--- config.mk ---
export PLATFORM = sky130hd
export DESIGN_NAME = slot_bitmap_allocator_flat
export DESIGN_NICKNAME = d
export VERILOG_FILES = /design/src/rtl/slot_bitmap_allocator_if.sv /design/src/rtl/slot_bitmap_allocator.sv /design/src/flat_wrapper.sv
export SDC_FILE = /design/constraint.sdc
export NUM_CORES = 1
export LEC_CHECK = 0
export CAP_MARGIN = 20
export CORE_AREA = 2 2 40 42
export DETAILED_ROUTE_END_ITERATION = 6
export DIE_AREA = 0 0 42 44
export PLACE_DENSITY_LB_ADDON = 0.12
export SKIP_CTS_REPAIR_TIMING = 1
export SLEW_MARGIN = 10
export SYNTH_ARGS = -nofsm -noshare
export SYNTH_HDL_FRONTEND = slang
export SYNTH_SLANG_ARGS = --single-unit
--- constraint.sdc ---
create_clock -name clk -period 2.8 [get_ports clk]
set_input_delay 0.28 -clock clk [delete_from_list [all_inputs] [get_ports clk]]
set_output_delay 0.28 -clock clk [all_outputs]
set_load 0.01 [all_outputs]
--- src/rtl/slot_bitmap_allocator_if.sv ---
// slot_bitmap_allocator_if
//   Request/response bundle between a slot requester and the bitmap allocator.
//   master : requester side, drives flush/alloc_req/free_valid/free_index and
//            observes grant and status.
//   slave  : allocator side.
//   Signals:
//     flush        synchronous clear of all slots
//     alloc_req    requester wants one slot this cycle
//     alloc_ready  a free slot exists and no flush this cycle
//     alloc_index  granted slot, valid when alloc_req & alloc_ready
//     free_valid   release request this cycle
//     free_index   slot to release
//     busy_map     registered allocation bitmap
//     used_count   registered number of allocated slots
//     full, empty  decoded from used_count
//     double_free  sticky flag: a release hit an unallocated slot
interface slot_bitmap_allocator_if #(
    parameter int WIDTH = 4
);
    localparam int IW = $clog2(WIDTH);

    logic              flush;
    logic              alloc_req;
    logic              alloc_ready;
    logic [IW-1:0]     alloc_index;
    logic              free_valid;
    logic [IW-1:0]     free_index;
    logic [WIDTH-1:0]  busy_map;
    logic [IW:0]       used_count;
    logic              full;
    logic              empty;
    logic              double_free;

    modport master (
        output flush, alloc_req, free_valid, free_index,
        input  alloc_ready, alloc_index, busy_map, used_count, full, empty, double_free
    );

    modport slave (
        input  flush, alloc_req, free_valid, free_index,
        output alloc_ready, alloc_index, busy_map, used_count, full, empty, double_free
    );
endinterface

--- src/rtl/slot_bitmap_allocator.sv ---
// slot_bitmap_allocator
//   Tracks WIDTH slots in a bitmap. Grants the lowest free slot combinationally
//   in the request cycle; releases and grants update the bitmap on the next
//   rising edge. Keeps a running count of allocated slots and a sticky
//   double-free error flag.
//   Ports:
//     clk  rising-edge clock
//     rst  asynchronous, active-low reset
//     bus  slot_bitmap_allocator_if.slave (see interface header for signals)
//   WIDTH must be a power of two, >= 2, and match the interface instance.
module slot_bitmap_allocator #(
    parameter int WIDTH = 4
) (
    input  logic                     clk,
    input  logic                     rst,
    slot_bitmap_allocator_if.slave   bus
);
    localparam int IW = $clog2(WIDTH);
    localparam int CW = IW + 1;

    logic [WIDTH-1:0] busy_map_q, busy_map_d;
    logic [CW-1:0]    used_count_q, used_count_d;
    logic             double_free_q, double_free_d;

    logic             full;
    logic             empty;
    logic             alloc_ready;
    logic [IW-1:0]    alloc_index;
    logic             fire;
    logic             eff_free;
    logic             bad_free;

    // Lowest clear bit of the registered map. Scanning downward lets the
    // lowest index win; the result stays 0 when every slot is busy.
    always_comb begin
        alloc_index = '0;
        for (int i = WIDTH - 1; i >= 0; i--) begin
            if (!busy_map_q[i]) alloc_index = IW'(i);
        end
    end

    assign full        = (used_count_q == CW'(WIDTH));
    assign empty       = (used_count_q == '0);
    assign alloc_ready = !full && !bus.flush;
    assign fire        = bus.alloc_req && alloc_ready;

    // A release only counts against a busy slot; flush swallows releases
    // entirely, including the error check.
    assign eff_free = bus.free_valid && busy_map_q[bus.free_index] && !bus.flush;
    assign bad_free = bus.free_valid && !busy_map_q[bus.free_index] && !bus.flush;

    always_comb begin
        busy_map_d    = busy_map_q;
        used_count_d  = used_count_q;
        double_free_d = double_free_q || bad_free;
        if (bus.flush) begin
            busy_map_d   = '0;
            used_count_d = '0;
        end else begin
            // Grant targets a free slot and release targets a busy one, so
            // both updates touch different bits.
            if (fire)     busy_map_d[alloc_index]    = 1'b1;
            if (eff_free) busy_map_d[bus.free_index] = 1'b0;
            if (fire && !eff_free)      used_count_d = used_count_q + CW'(1);
            else if (!fire && eff_free) used_count_d = used_count_q - CW'(1);
        end
    end

    always_ff @(posedge clk or negedge rst) begin
        if (!rst) begin
            busy_map_q    <= '0;
            used_count_q  <= '0;
            double_free_q <= 1'b0;
        end else begin
            busy_map_q    <= busy_map_d;
            used_count_q  <= used_count_d;
            double_free_q <= double_free_d;
        end
    end

    assign bus.alloc_ready = alloc_ready;
    assign bus.alloc_index = alloc_index;
    assign bus.busy_map    = busy_map_q;
    assign bus.used_count  = used_count_q;
    assign bus.full        = full;
    assign bus.empty       = empty;
    assign bus.double_free = double_free_q;
endmodule

--- src/flat_wrapper.sv ---
// flat-port wrapper written by rule: the top's interface ports become plain ports
module slot_bitmap_allocator_flat 
#(
    parameter int WIDTH = 4
)
  (clk, rst, bus_flush, bus_alloc_req, bus_free_valid, bus_free_index, bus_alloc_ready, bus_alloc_index, bus_busy_map, bus_used_count, bus_full, bus_empty, bus_double_free);
  slot_bitmap_allocator_if #(.WIDTH(WIDTH)) bus_i ();
  input  logic clk;
  input  logic rst;
  input wire logic [$bits(bus_i.flush)-1:0] bus_flush;
  input wire logic [$bits(bus_i.alloc_req)-1:0] bus_alloc_req;
  input wire logic [$bits(bus_i.free_valid)-1:0] bus_free_valid;
  input wire logic [$bits(bus_i.free_index)-1:0] bus_free_index;
  output wire logic [$bits(bus_i.alloc_ready)-1:0] bus_alloc_ready;
  output wire logic [$bits(bus_i.alloc_index)-1:0] bus_alloc_index;
  output wire logic [$bits(bus_i.busy_map)-1:0] bus_busy_map;
  output wire logic [$bits(bus_i.used_count)-1:0] bus_used_count;
  output wire logic [$bits(bus_i.full)-1:0] bus_full;
  output wire logic [$bits(bus_i.empty)-1:0] bus_empty;
  output wire logic [$bits(bus_i.double_free)-1:0] bus_double_free;
  assign bus_i.flush = bus_flush;
  assign bus_i.alloc_req = bus_alloc_req;
  assign bus_i.free_valid = bus_free_valid;
  assign bus_i.free_index = bus_free_index;
  assign bus_alloc_ready = bus_i.alloc_ready;
  assign bus_alloc_index = bus_i.alloc_index;
  assign bus_busy_map = bus_i.busy_map;
  assign bus_used_count = bus_i.used_count;
  assign bus_full = bus_i.full;
  assign bus_empty = bus_i.empty;
  assign bus_double_free = bus_i.double_free;
  slot_bitmap_allocator #(.WIDTH(WIDTH)) u_core (.clk(clk), .rst(rst), .bus(bus_i));
endmodule
After elaboration in Yosys (flattened, before gate mapping)
Cells that the tools add are included.
{"block": "word_totals", "ff_bits": 8, "input_bits": 7, "out_inout_bits": 13, "wordCells": 48}
{"block": "classes", "n_addsub": 2, "order_cmp": 4, "n_eq_ne": 1, "n_mux": 17, "bitwise": 3, "n_reduce_logical": 18}
{"op": "$mux 4", "n": 4}
{"op": "$logic_and 1x1->1", "n": 10}
{"op": "$mux 3", "n": 3}
{"op": "$mux 2", "n": 4}
{"op": "$lt 2x3->1 const B", "n": 2}
{"op": "$logic_not 1->1", "n": 5}
{"op": "$and 4x4->4", "n": 1}
{"op": "$demux 1 s2", "n": 2}
{"op": "$ge 2x1->1 const B", "n": 2}
{"op": "$not 4->4", "n": 1}
{"op": "$or 4x4->4", "n": 1}
{"op": "$add 3x1->3 const B", "n": 1}
{"op": "$eq 3x3->1 const B", "n": 1}
{"op": "$logic_not 3->1", "n": 1}
{"op": "$mux 1", "n": 3}
{"op": "$reduce_bool 3->1", "n": 1}
{"op": "$sub 3x1->3 const B", "n": 1}
{"op": "$bmux 1 s2", "n": 1}
{"op": "$logic_or 1x1->1", "n": 1}

Depth between registers and ports, before layout
{"block": "logic_depth", "depth_word": 14, "depth_mapped": 8, "ltp_nobuf": 8}

Worst setup path before layout
OpenSTA, ideal clock, no wires.
{"block": "synth_timing", "kind": "register to register", "startpoint": "register u_core.used_count_q[1] (netlist: u_core.bus.used_count[1])", "endpoint": "register u_core.used_count_q[2] (netlist: u_core.bus.used_count[2])", "setup_time_ns": 0.072, "arrival_ns": 2.276, "required_ns": 2.728, "slack_ns": 0.452, "stages_incl_launch_ff": 8, "n_path_buf": 0, "period_less_slack_ns": 2.348, "cell_sequence": "dfrtp_1 nor3b_2 nor3_2 and2_2 fa_1 or2b_1 mux4_2 nor2_1"}
{"block": "synth_between", "elab_chain_len": 7, "word_cells_on_any_way": 13, "cone_classes": "2 x add/sub; 1 x eq/ne; 3 x mux; 7 x reduce/logical"}
{"element": "start, declared", "line": "slot_bitmap_allocator.sv:22", "text": "logic [CW-1:0] used_count_q, used_count_d;"}
{"element": "start signal, assigned", "line": "slot_bitmap_allocator.sv:76", "text": "used_count_q <= used_count_d;"}
{"element": "$eq 3x3->1 (*)", "line": "slot_bitmap_allocator.sv:42", "text": "assign full = (used_count_q == CW'(WIDTH));"}
{"element": "net bus_full", "line": "flat_wrapper.sv:18", "text": "output wire logic [$bits(bus_i.full)-1:0] bus_full;"}
{"element": "$logic_not 1->1 (*)", "line": "slot_bitmap_allocator.sv:44", "text": "assign alloc_ready = !full && !bus.flush;"}
{"element": "$logic_and 1x1->1 (*)", "line": "slot_bitmap_allocator.sv:44"}
{"element": "$logic_and 1x1->1 (*)", "line": "slot_bitmap_allocator.sv:45", "text": "assign fire = bus.alloc_req && alloc_ready;"}
{"element": "$logic_and 1x1->1 / $logic_not 1->1 (equally long branches)", "line": "slot_bitmap_allocator.sv:64, slot_bitmap_allocator.sv:65"}
{"element": "$mux 3 / $logic_and 1x1->1 (equally long branches)", "line": "slot_bitmap_allocator.sv:64, slot_bitmap_allocator.sv:65"}
{"element": "$mux 3 / $reduce_bool 3->1 (equally long branches)"}
The timed path passes the listed nets; every way through them passes the cells marked *. The select of a mux whose other input is x is not followed.
A chain may end at the register's enable or synchronous reset.

Worst setup path after layout
{"block": "layout_timing", "startpoint": "input bus_free_index[0]", "endpoint": "register u_core.used_count_q[2] (netlist: u_core.bus.used_count[2])"}
{"block": "layout_between", "elab_chain_len": 8, "word_cells_on_any_way": 10, "cone_classes": "4 x mux; 6 x reduce/logical"}
{"element": "start, declared", "line": "flat_wrapper.sv:13", "text": "input wire logic [$bits(bus_i.free_index)-1:0] bus_free_index;"}
{"element": "$bmux 1 s2 (*)", "line": "slot_bitmap_allocator.sv:49", "text": "assign eff_free = bus.free_valid && busy_map_q[bus.free_index] && !bus.flush;"}
{"element": "$mux 1 (not written as such) (*)", "line": "slot_bitmap_allocator.sv:49"}
{"element": "$logic_and 1x1->1 (*) (2 in a row)", "line": "slot_bitmap_allocator.sv:49"}
{"element": "$logic_not 1->1", "line": "slot_bitmap_allocator.sv:64", "text": "if (fire && !eff_free) used_count_d = used_count_q + CW'(1);"}
{"element": "$logic_and 1x1->1", "line": "slot_bitmap_allocator.sv:64"}
{"element": "$mux 3", "line": "slot_bitmap_allocator.sv:64"}
{"element": "$mux 3", "line": "slot_bitmap_allocator.sv:56", "text": "if (bus.flush) begin"}
Mark *: on every way between the ends. The rest lies on a longest branch, timed or not. The select of a mux whose other input is x is not followed.

==> flow_results.org <==
** Outcome
- Result of the run :: finished, final reports clean

** Route
- Routed Antenna Nets :: 0
- For this block, the initial DRC count from the detailed router was 9.
- After detailed routing, the total wire length is 1240 um.
- Highest routed metal layer :: met4
- Wire length on met3 :: 133 um
- In the routed layout, each cell is associated on average with a via count of 5.43.
- Remaining routing DRC violations :: 0
- Metal1 wirelength :: 469 um
- Metal2 WL :: 620 um
- Routed via count :: 500
- WL per Instance :: 13.4 um
- For this run, the detailed router's first-pass iteration total came to 4.

** Floorplanning
- Die Outline Area :: 1850 sq um
- The floorplan has 14 rows.
- The region available for standard cell placement spans 1420 sq um.
- The floorplan step set the die height to 44 um.
- For this configuration, the core starts out at a cell density of 0.375.
- Measured along the x axis, the die boundary spans 42 um.
- IO Count :: 20

** Worst setup path
- Register-to-Register Path Depth :: 7
- The worst register-to-register path ends at u_core.bus.used_count[2].
- Data on the critical path is required at its endpoint by 2990 ps.
- In this run the worst path has a maximum fanout of 3.
- The worst setup path is captured at a register.
- For flop-to-flop paths, the worst setup slack is 440 ps.
- The worst register-to-register path begins at u_core.bus.busy_map[0].
- Class of the most critical setup path :: input port to register
- Data on the critical path arrives at its endpoint at 2570 ps.
- STA classifies the critical path startpoint as an input port.

** Cells and area
- Post-layout utilization of the core :: 0.545
- Layout fillers :: 136
- 0 antenna diodes ended up in the layout.
- The multi-input combinational cells in the finished layout cover a total of 303 sq um.
- The net count of the finished layout is 86.
- Flip-flop and latch area :: 200 sq um
- Layout overhead on the synthesized area :: 45.4%
- Layout cells sized above 1 :: 0.224

** STA
- Fin Setup TNS :: 0 ps
- Setup repair after global routing missed its margin :: no
- Clock Skews :: 6.23 ps
- Time the worst path needs with I/O delays and setup :: 2380 ps
- Total count of max-transition violations in the final report :: 0
- Final cycle utilization of the critical path :: 0.850
- Endpoints failing setup :: 0
- Measured against its own limit, the worst slew margin works out to 0.756.
- The hold violation total from the final report came to 0.
- Setup WS post-layout :: 420 ps
- For this run, the top clock speed supported by timing is 420 MHz.
- Transition time at the pin with the least slew margin :: 365 ps

** Power and ir drop
- Total power after layout :: 362 uW
- IR drop worst, VDD :: 0.246 mV
- Clock share of power :: 0.262
- Of the total power, the share spent switching nets is 0.311.
- For this design the static power due to leakage is 0.322 nW.
- The share of total power dissipated in sequential elements is 0.385.
- Total power per unit cell area :: 468 nW/um^2
- The share of total power dissipated in combinational logic is 0.352.
- Internal power comes to 249 uW.
- In this run the power spent charging and discharging nets is 113 uW.

** Clock network
- CTS built an H-tree with a depth of 1.
- Clock latency on the worst-skew pair :: 260 ps
- For this design, the sink count on the clock tree is 8.
- Library cell used as clock root buffer :: clkbuf_4
- Clock tree from TritonCTS :: yes
- Clock Path Buffers :: 2
- Number of buffers created by CTS :: 3
- Clock transition time at the flip-flop clock pins of the worst setup and hold paths :: 60 ps

** Logic synthesis
- Syn Inst Count :: 52
- For this run, the number of Yosys warnings is 0.
- Counting flops with a built-in enable in the synthesized netlist gives 0.
- Area of the mapped netlist :: 532 sq um
- The share of the Yosys chip area taken by registers is 0.376.
- In this run, synthesis produced a sequential element count of 8.
- In this run, distinct cell masters in the synthesized netlist total 25.
- In the synthesized netlist the dominant register cell turns out to be dfrtp_1.
- Post-synthesis net count :: 60
- For this run, asynchronously set or reset flops after synthesis account for 1.00.
- Post-synthesis area per instance :: 10.2 sq um

** Place
- Detailed placement ended at an HPWL of 936 um.
- Input and output buffers added on the ports amount to 19.
- Worst slack after detailed placement :: 132 ps
- Routability congestion estimate :: 0.707

** Global routing
- Antenna violations before repair :: 0
- The number of global-route vias before repair is 497.
- Entering global routing, the biggest net connects 11 pins.
- Global routing finished with a remaining overflow of 0.
- GR Util All Layers :: 0.160
- Wire length of the first global-routing pass :: 2140 um

** Hold path
- The path class of the tightest hold or removal check is input port to async pin.

** Flow run
- The tool flagged a number of max-cap violations equal to 0.
## power by group through the flow
stage / Sequential, mW / Clock (mW) / Combinational (mW)
global placement: 0.141 / 0 / 0.127
finish: 0.139 / 0.0949 / 0.128
detailed placement: 0.141 / 0 / 0.128
CTS: 0.139 / 0.0995 / 0.129
floorplan: 0.143 / 0 / 0.0615
global route: 0.142 / 0.106 / 0.139
## logic make-up (layout without fill, tap and decap cells)
kind of cell,Yosys count,count (layout),synth area share
buffers and inverters,5,29,0.0541
DFF,8,8,0.376
adders and majority gates,1,1,0.0376
AOI/OAI and AO/OA,10,10,0.132
xor gates and xnor gates,1,1,0.0165
muxes,4,4,0.127
and+or+nand+nor,23,23,0.256
## cells in the final DEF (no fill, tap or decap)
master,synthesis,layout
fa_1,1,1
nand2b_1,1,1
and4b_2,2,2
mux4_2,2,2
or2b_1,1,1
clkdlybuf4s50_1,0,19
a41oi_1,1,1
xnor2_1,1,1
nor3b_2,1,1
nand2_1,3,3
buf_4,0,3
a21oi_1,3,3
and2_2,1,1
a31oi_1,2,2
nor3_1,3,3
inv_1,4,4
o21a_1,1,1
a21boi_0,1,1
dfrtp_1,8,8
mux2_2,2,2
nor3b_1,1,1
nor2_1,8,8
clkbuf_4,0,3
nand2_2,1,1
o21bai_1,1,1
nor3_2,1,1
a41o_2,1,1
## registers in the layout, indices dropped and copies added, names as in the netlist
name and flops:
u_core.bus.busy_map 4, u_core.bus.used_count 3, u_core.bus.double_free 1
## worst max-delay path by stage
stage	from	end	slack (ps)	cells after the start
3_5_place_dp	bus_free_index[0]	u_core.bus.used_count[2]	130	8
5_1_grt	u_core.bus.busy_map[0]	u_core.bus.used_count[2]	320	7
3_3_place_gp	bus_free_index[0]	u_core.bus.used_count[2]	200	8
4_1_cts	bus_free_index[0]	u_core.bus.used_count[2]	410	8
2_1_floorplan	u_core.bus.used_count[1]	u_core.bus.used_count[2]	450	7
6_report	bus_free_index[0]	u_core.bus.used_count[2]	420	8
## stage by stage
stage / std cells / hold slack, ps / cell area, sq um
CTS: 92 / 307 / 773
finish: 92 / 293 / 773
detailed placement: 89 / 488 / 751
global route: 92 / 332 / 773
global placement: 89 / 500 / 751
floorplan: 52 / -15.6 / 532
## critical path, stage by stage
cell	delay, ps
clkdlybuf4s50_1	440
mux4_2	360
nand2_2	80
and2_2	210
fa_1	390
or2b_1	250
mux4_2	450
nor2_1	110
## routing by layer
layer / vias up / global-route usage
met5: - / 0
met4: 0 / 0.0903
met3: 4 / 0.0750
met2: 30 / 0.269
met1: 230 / 0.164
li1: 236 / -
## cell usage after synthesis, types with 2 or more instances
| cell | count | share of area |
|---|---|---|
| dfrtp_1 | 8 | 0.38 |
| a31oi_1 | 2 | 0.024 |
| a21oi_1 | 3 | 0.028 |
| mux4_2 | 2 | 0.085 |
| inv_1 | 4 | 0.028 |
| nand2_1 | 3 | 0.021 |
| nor3_1 | 3 | 0.028 |
| mux2_2 | 2 | 0.042 |
| nor2_1 | 8 | 0.056 |
| and4b_2 | 2 | 0.042 |
## area by class of cell
class / instances / area share
Inverter: 4 / 0.0194
Tap cell: 16 / 0.0259
Sequential cell: 8 / 0.259
Multi-Input combinational cell: 39 / 0.392
Timing Repair Buffer: 22 / 0.275
Clock buffer: 3 / 0.0291
Note: power is estimated with default switching activity, not from simulation.
==> RTL change 1, RTL diff (same settings) <==
`WIDTH` is set to 4 in 3 places; all go to 2.
--- a/src/rtl/slot_bitmap_allocator_if.sv
+++ b/src/rtl/slot_bitmap_allocator_if.sv
@@ -15,7 +15,7 @@
 //     full, empty  decoded from used_count
 //     double_free  sticky flag: a release hit an unallocated slot
 interface slot_bitmap_allocator_if #(
-    parameter int WIDTH = 4
+    parameter int WIDTH = 2
 );
     localparam int IW = $clog2(WIDTH);
 
--- a/src/rtl/slot_bitmap_allocator.sv
+++ b/src/rtl/slot_bitmap_allocator.sv
@@ -9,7 +9,7 @@
 //     bus  slot_bitmap_allocator_if.slave (see interface header for signals)
 //   WIDTH must be a power of two, >= 2, and match the interface instance.
 module slot_bitmap_allocator #(
-    parameter int WIDTH = 4
+    parameter int WIDTH = 2
 ) (
     input  logic                     clk,
     input  logic                     rst,
--- a/src/flat_wrapper.sv
+++ b/src/flat_wrapper.sv
@@ -1,7 +1,7 @@
 // flat-port wrapper written by rule: the top's interface ports become plain ports
 module slot_bitmap_allocator_flat 
 #(
-    parameter int WIDTH = 4
+    parameter int WIDTH = 2
 )
   (clk, rst, bus_flush, bus_alloc_req, bus_free_valid, bus_free_index, bus_alloc_ready, bus_alloc_index, bus_busy_map, bus_used_count, bus_full, bus_empty, bus_double_free);
   slot_bitmap_allocator_if #(.WIDTH(WIDTH)) bus_i ();
Interface: changed (resized bus_alloc_index, bus_busy_map, bus_free_index and bus_used_count); port bits go from 20 to 15. No check against the original RTL was run, so the function may have changed too.
==> RTL change 1 against the unedited design <==
Utilization fell by 22 points. Die area did not move. Worst setup slack improved by 530 ps. Wire length shrank 48%. Area after synthesis decreased by 49%. Sequential cell count decreased by 3. Power shrank 32%. Cell area shrank 41%. Critical path depth shrank 5. Register-to-register slack improved by 970 ps. Fmax rose by 28%. Largest power group unchanged.
==> RTL change 1: results (changes against the unedited design) <==
| Metric | This run | Delta |
| --- | --- | --- |
| Fin nets | 53 | -38% |
| First drt pass iteration count | 2 | -2 |
| Placer's final routability congestion estimate | 0.706 | -0.13% |
| GRT met3 Usage | 2.50% | -5.0 points |
| Vias in the first global route | 278 | -44% |
| Clk slew on worst S/H paths | 40 ps | -20 ps |
| Instance area at placement | 430 um^2 | -43% |
| Minimum hold slack | 257 ps | -36.4 ps |
| Met2 GRT Util | 13.1% | -14 points |
| Port buffer count | 14 | -5 |
| Max incr delay on CP | 570 ps | +120 ps |
| Standard cell with the maximum stage delay on the critical path | clkdlybuf4s50_1 |  |
| Total routed wirelength | 640 um | -48% |
| Path length in cells of the critical path | 3 | -5 |
| Launching point of the worst reg2reg path | u_core.bus.used_count[0]$_DFFE_PN0P_ |  |
| Worst setup slack for register-to-register paths | 1410 ps | +970 ps |
| Outcome | completed |  |
| FF-to-FF path depth | 3 | -4 |
| Count of unique library cells instantiated by Yosys | 16 | -36% |
| Global-route wire length before repair | 1.10 mm | -49% |
| CP Data Arrival Time | 1570 ps | -1000 ps |
| Fraction of final layout cells with drive strength greater than 1 | 8.70% | -14 points |
| Critical path's top delay family | buffers and inverters |  |
| GR met1 Demand/Resource | 9.21% | -7.2 points |
| Worst setup path startpoint | bus_flush |  |
| Synthesized-area fraction occupied by xor and xnor cells | 3.24% | +1.6 points |
| Post-Syn Nets | 34 | -43% |
| Maximum fanout along the worst path | 6 | +3 |
| Filler Cells Inserted | 151 | +11% |
| Post-Synth Adder-Cell Area | 0% | -3.8 points |
| Insertion delay to the later sink of the worst-skew pair | 240 ps | -20 ps |
==> RTL change 1: changes by cell type in the layout (fill, tap and decap cells not counted), moves of 3 or more <==
cell             delta
nor3_1              -3
dfrtp_1             -3
clkdlybuf4s50_1     -5
nor2b_1             +3
buf_4               -3
nor2_1              -5
==> RTL change 1: cells by family after synthesis <==
group	count (synthesis)
AOI/OAI and AO/OA	9
xor gates and xnor gates	1
buffers and inverters	2
DFF	5
muxes	2
and+or+nand+nor	9
==> RTL change 1: metrics by stage <==
step | util [%] | cells | setup slack, ps | total power, W
6_report | 32.2 | 62 | 947 | 0.000244
5_1_grt | 32.2 | 62 | 888 | 0.000262
4_1_cts | 32.2 | 62 | 940 | 0.000251
3_5_place_dp | 30.3 | 58 | 949 | 0.000167
3_3_place_gp | 30.3 | 58 | 974 | 0.000167
2_1_floorplan | - | 28 | 1470 | 0.000121
==> RTL change 1: report_power, final <==
group / internal [W] / leakage [nW] / switching [W]
sequential: 0.0000793 / 0.0617 / 0.00000939
combinational: 0.0000451 / 0.108 / 0.0000311
clock: 0.0000536 / 0.0150 / 0.0000260
==> RTL change 1: metal layers <==
| metal | wire length [um] | vias up | share of wire, % |
|---|---|---|---|
| li1 | - | 140 | - |
| met1 | 300 | 129 | 47 |
| met2 | 320 | 5 | 50 |
| met3 | 19 | 0 | 3.0 |
| met4 | 0 | 0 | 0 |
| met5 | 0 | - | 0 |
==> RTL change 1: cell type report <==
class,instances,area (um^2),area share [%]
Clock buffer,4,26.3,5.75
Timing Repair Buffer,14,140,30.7
Inverter,2,7.51,1.64
Multi-Input combinational cell,21,138,30.1
Tap cell,16,20.0,4.38
Sequential cell,5,125,27.4
==> RTL change 2, RTL diff (same flow settings) <==
Without the edit above. Make the reset (`rst`) synchronous in one clocked block. Comments in the files are not updated.
--- a/src/rtl/slot_bitmap_allocator.sv
+++ b/src/rtl/slot_bitmap_allocator.sv
@@ -66,7 +66,7 @@
         end
     end
 
-    always_ff @(posedge clk or negedge rst) begin
+    always_ff @(posedge clk) begin
         if (!rst) begin
             busy_map_q    <= '0;
             used_count_q  <= '0;
Formal check against the unedited RTL: differs if rst is asserted again (counterexample within 4 cycles, from zero or initial values and one cycle with rst low); with rst held inactive, the same outputs for 10 cycles.
==> RTL change 2 against the unedited design <==
First-iteration DRC count fell by 67%. Cell area is 8.3% lower. Register-to-register slack gained 110 ps. Sequential share of layout area is 3.3 points lower. Wire length fell by 5.0%. Count of clock-buffer cells in the layout unchanged. Area after synthesis shrank 12%. Worst setup slack got worse by 39 ps. Via count decreased by 5.8%. Sequential cell count is the same.
Power is not compared: it rests on default switching activity, and its combinational part moved more than twofold at a synthesized area within 25%.
==> RTL change 2: results (changes against the unedited design) <==
| Metric | This run | Delta |
| --- | --- | --- |
| Setup WS pre-CTS | 102 ps | -30.6 ps |
| Clk slew on worst S/H paths | 60 ps | about the same |
| Max VDD drop | 161 uV |  |
| Outcome | completed |  |
| Avg Vias per Cell | 5.23 | -3.7% |
| Ranking of synthesized cells by area | dfxtp_1 (34%), mux4_2 (4.8%), a21oi_1 (4.3%) |  |
| FF-to-FF path depth | 8 | +1 |
| Deepest level of the CTS H-tree | 1 | unchanged |
| Path type of the worst min-delay path | flop to flop |  |
| Top_reg_cell synth | dfxtp_1 |  |
| Port buffer count | 19 | unchanged |
| Seq/Total Area, Yosys | 34.4% | -3.2 points |
| Fraction of final layout cells with drive strength greater than 1 | 12.2% | -10 points |
| CP Data Arrival Time | 2610 ps | +40 ps |
| Max Clock Skew | 13.8 ps | +7.57 ps |
| Worst rel slew slack | 80.4% | +4.8 points |
| Global-route wire length before repair | 1.97 mm | -8.1% |
| GRT Resource Usage Total | 14.9% | -1.0 points |
| Total routed wirelength | 1.18 mm | -5.0% |
| Instance area at placement | 687 um^2 | -8.5% |
| Post-DP HPWL | 863 um | -7.9% |
| Max incr delay on CP | 530 ps | +80 ps |
| Top cells by count, synth | dfxtp_1 (8), a21oi_1 (4), nor2_1 (4) |  |
| YS warnings | 0 | unchanged |
| Largest net degree at the start of global routing | 10 | -1 |
| Vias in the first global route | 466 | -6.2% |
| Maximum fanout along the worst path | 2 | -1 |
| Share of async-settable or async-resettable flops after synthesis | 0% | -100 points |
| Placer's final routability congestion estimate | 0.780 | +10% |
| Count of unique library cells instantiated by Yosys | 28 | +12% |
| Fin nets | 85 | -1.2% |
| Number of design-rule violations left by the first detailed-router iteration | 3 | -6 |
RTL change 2: per-stage QoR:
step / cells / total power (W)
after floorplan: 51 / 0.000147
after global routing: 90 / 0.000281
after CTS: 90 / 0.000270
final: 90 / 0.000266
after global placement: 87 / 0.000177
after detailed placement: 87 / 0.000177
RTL change 2: power breakdown:
group          switching (W)  leakage (nW)  internal (W)  total (W)
logic              0.0000215         0.190     0.0000317  0.0000532
registers         0.00000417        0.0650      0.000117   0.000121
clock network      0.0000422        0.0138     0.0000492  0.0000914
RTL change 2: final timing paths:
check	startpoint	end	slack (ps)
min	u_core.bus.double_free$_SDFF_PN0_	u_core.bus.double_free$_SDFF_PN0_	480
max	bus_free_index[1]	u_core.bus.used_count[2]$_SDFFE_PP0P_	380
max reg2reg	u_core.bus.busy_map[0]$_SDFF_PP0_	u_core.bus.used_count[2]$_SDFFE_PP0P_	550
min reg2reg	u_core.bus.double_free$_SDFF_PN0_	u_core.bus.double_free$_SDFF_PN0_	480
RTL change 2: layout make-up:
type	count	area, um^2
fill	148	709
multi-input combinational	40	294
timing repair buffer	21	205
sequential	8	160
clock buffer	3	22.5
tap	16	20.0
inverter	2	7.51
RTL change 2: kinds of logic (layout without fill, tap and decap cells):
| family | count (synthesis) | after routing | synth area share (%) |
|---|---|---|---|
| AO/OA/AOI/OAI | 11 | 11 | 14.0 |
| buffers and inverters | 3 | 26 | 2.42 |
| adder cells (fa/ha/maj) | 2 | 2 | 6.99 |
| AND/OR/NAND/NOR | 23 | 23 | 31.5 |
| flip-flops | 8 | 8 | 34.4 |
| XOR/XNOR | 2 | 2 | 3.76 |
| multiplexers | 2 | 2 | 6.99 |
RTL change 2: layer usage:
| layer | track usage (%) | wire length [um] | vias up |
|---|---|---|---|
| met3 | 5.83 | 85 | 4 |
| met1 | 17.0 | 555 | 218 |
| met2 | 22.5 | 513 | 19 |
| met4 | 11.6 | 21 | 0 |
| met5 | 0 | 0 | - |
| li1 | - | - | 230 |
RTL change 2: critical path, delay by kind of cell:
family                   cells  cell delay (ps)
AND/OR/NAND/NOR              2              410
multiplexers                 1              530
buffers and inverters        2              560
AO/OA/AOI/OAI                1              140
adder cells (fa/ha/maj)      2              550
XOR/XNOR                     1              150
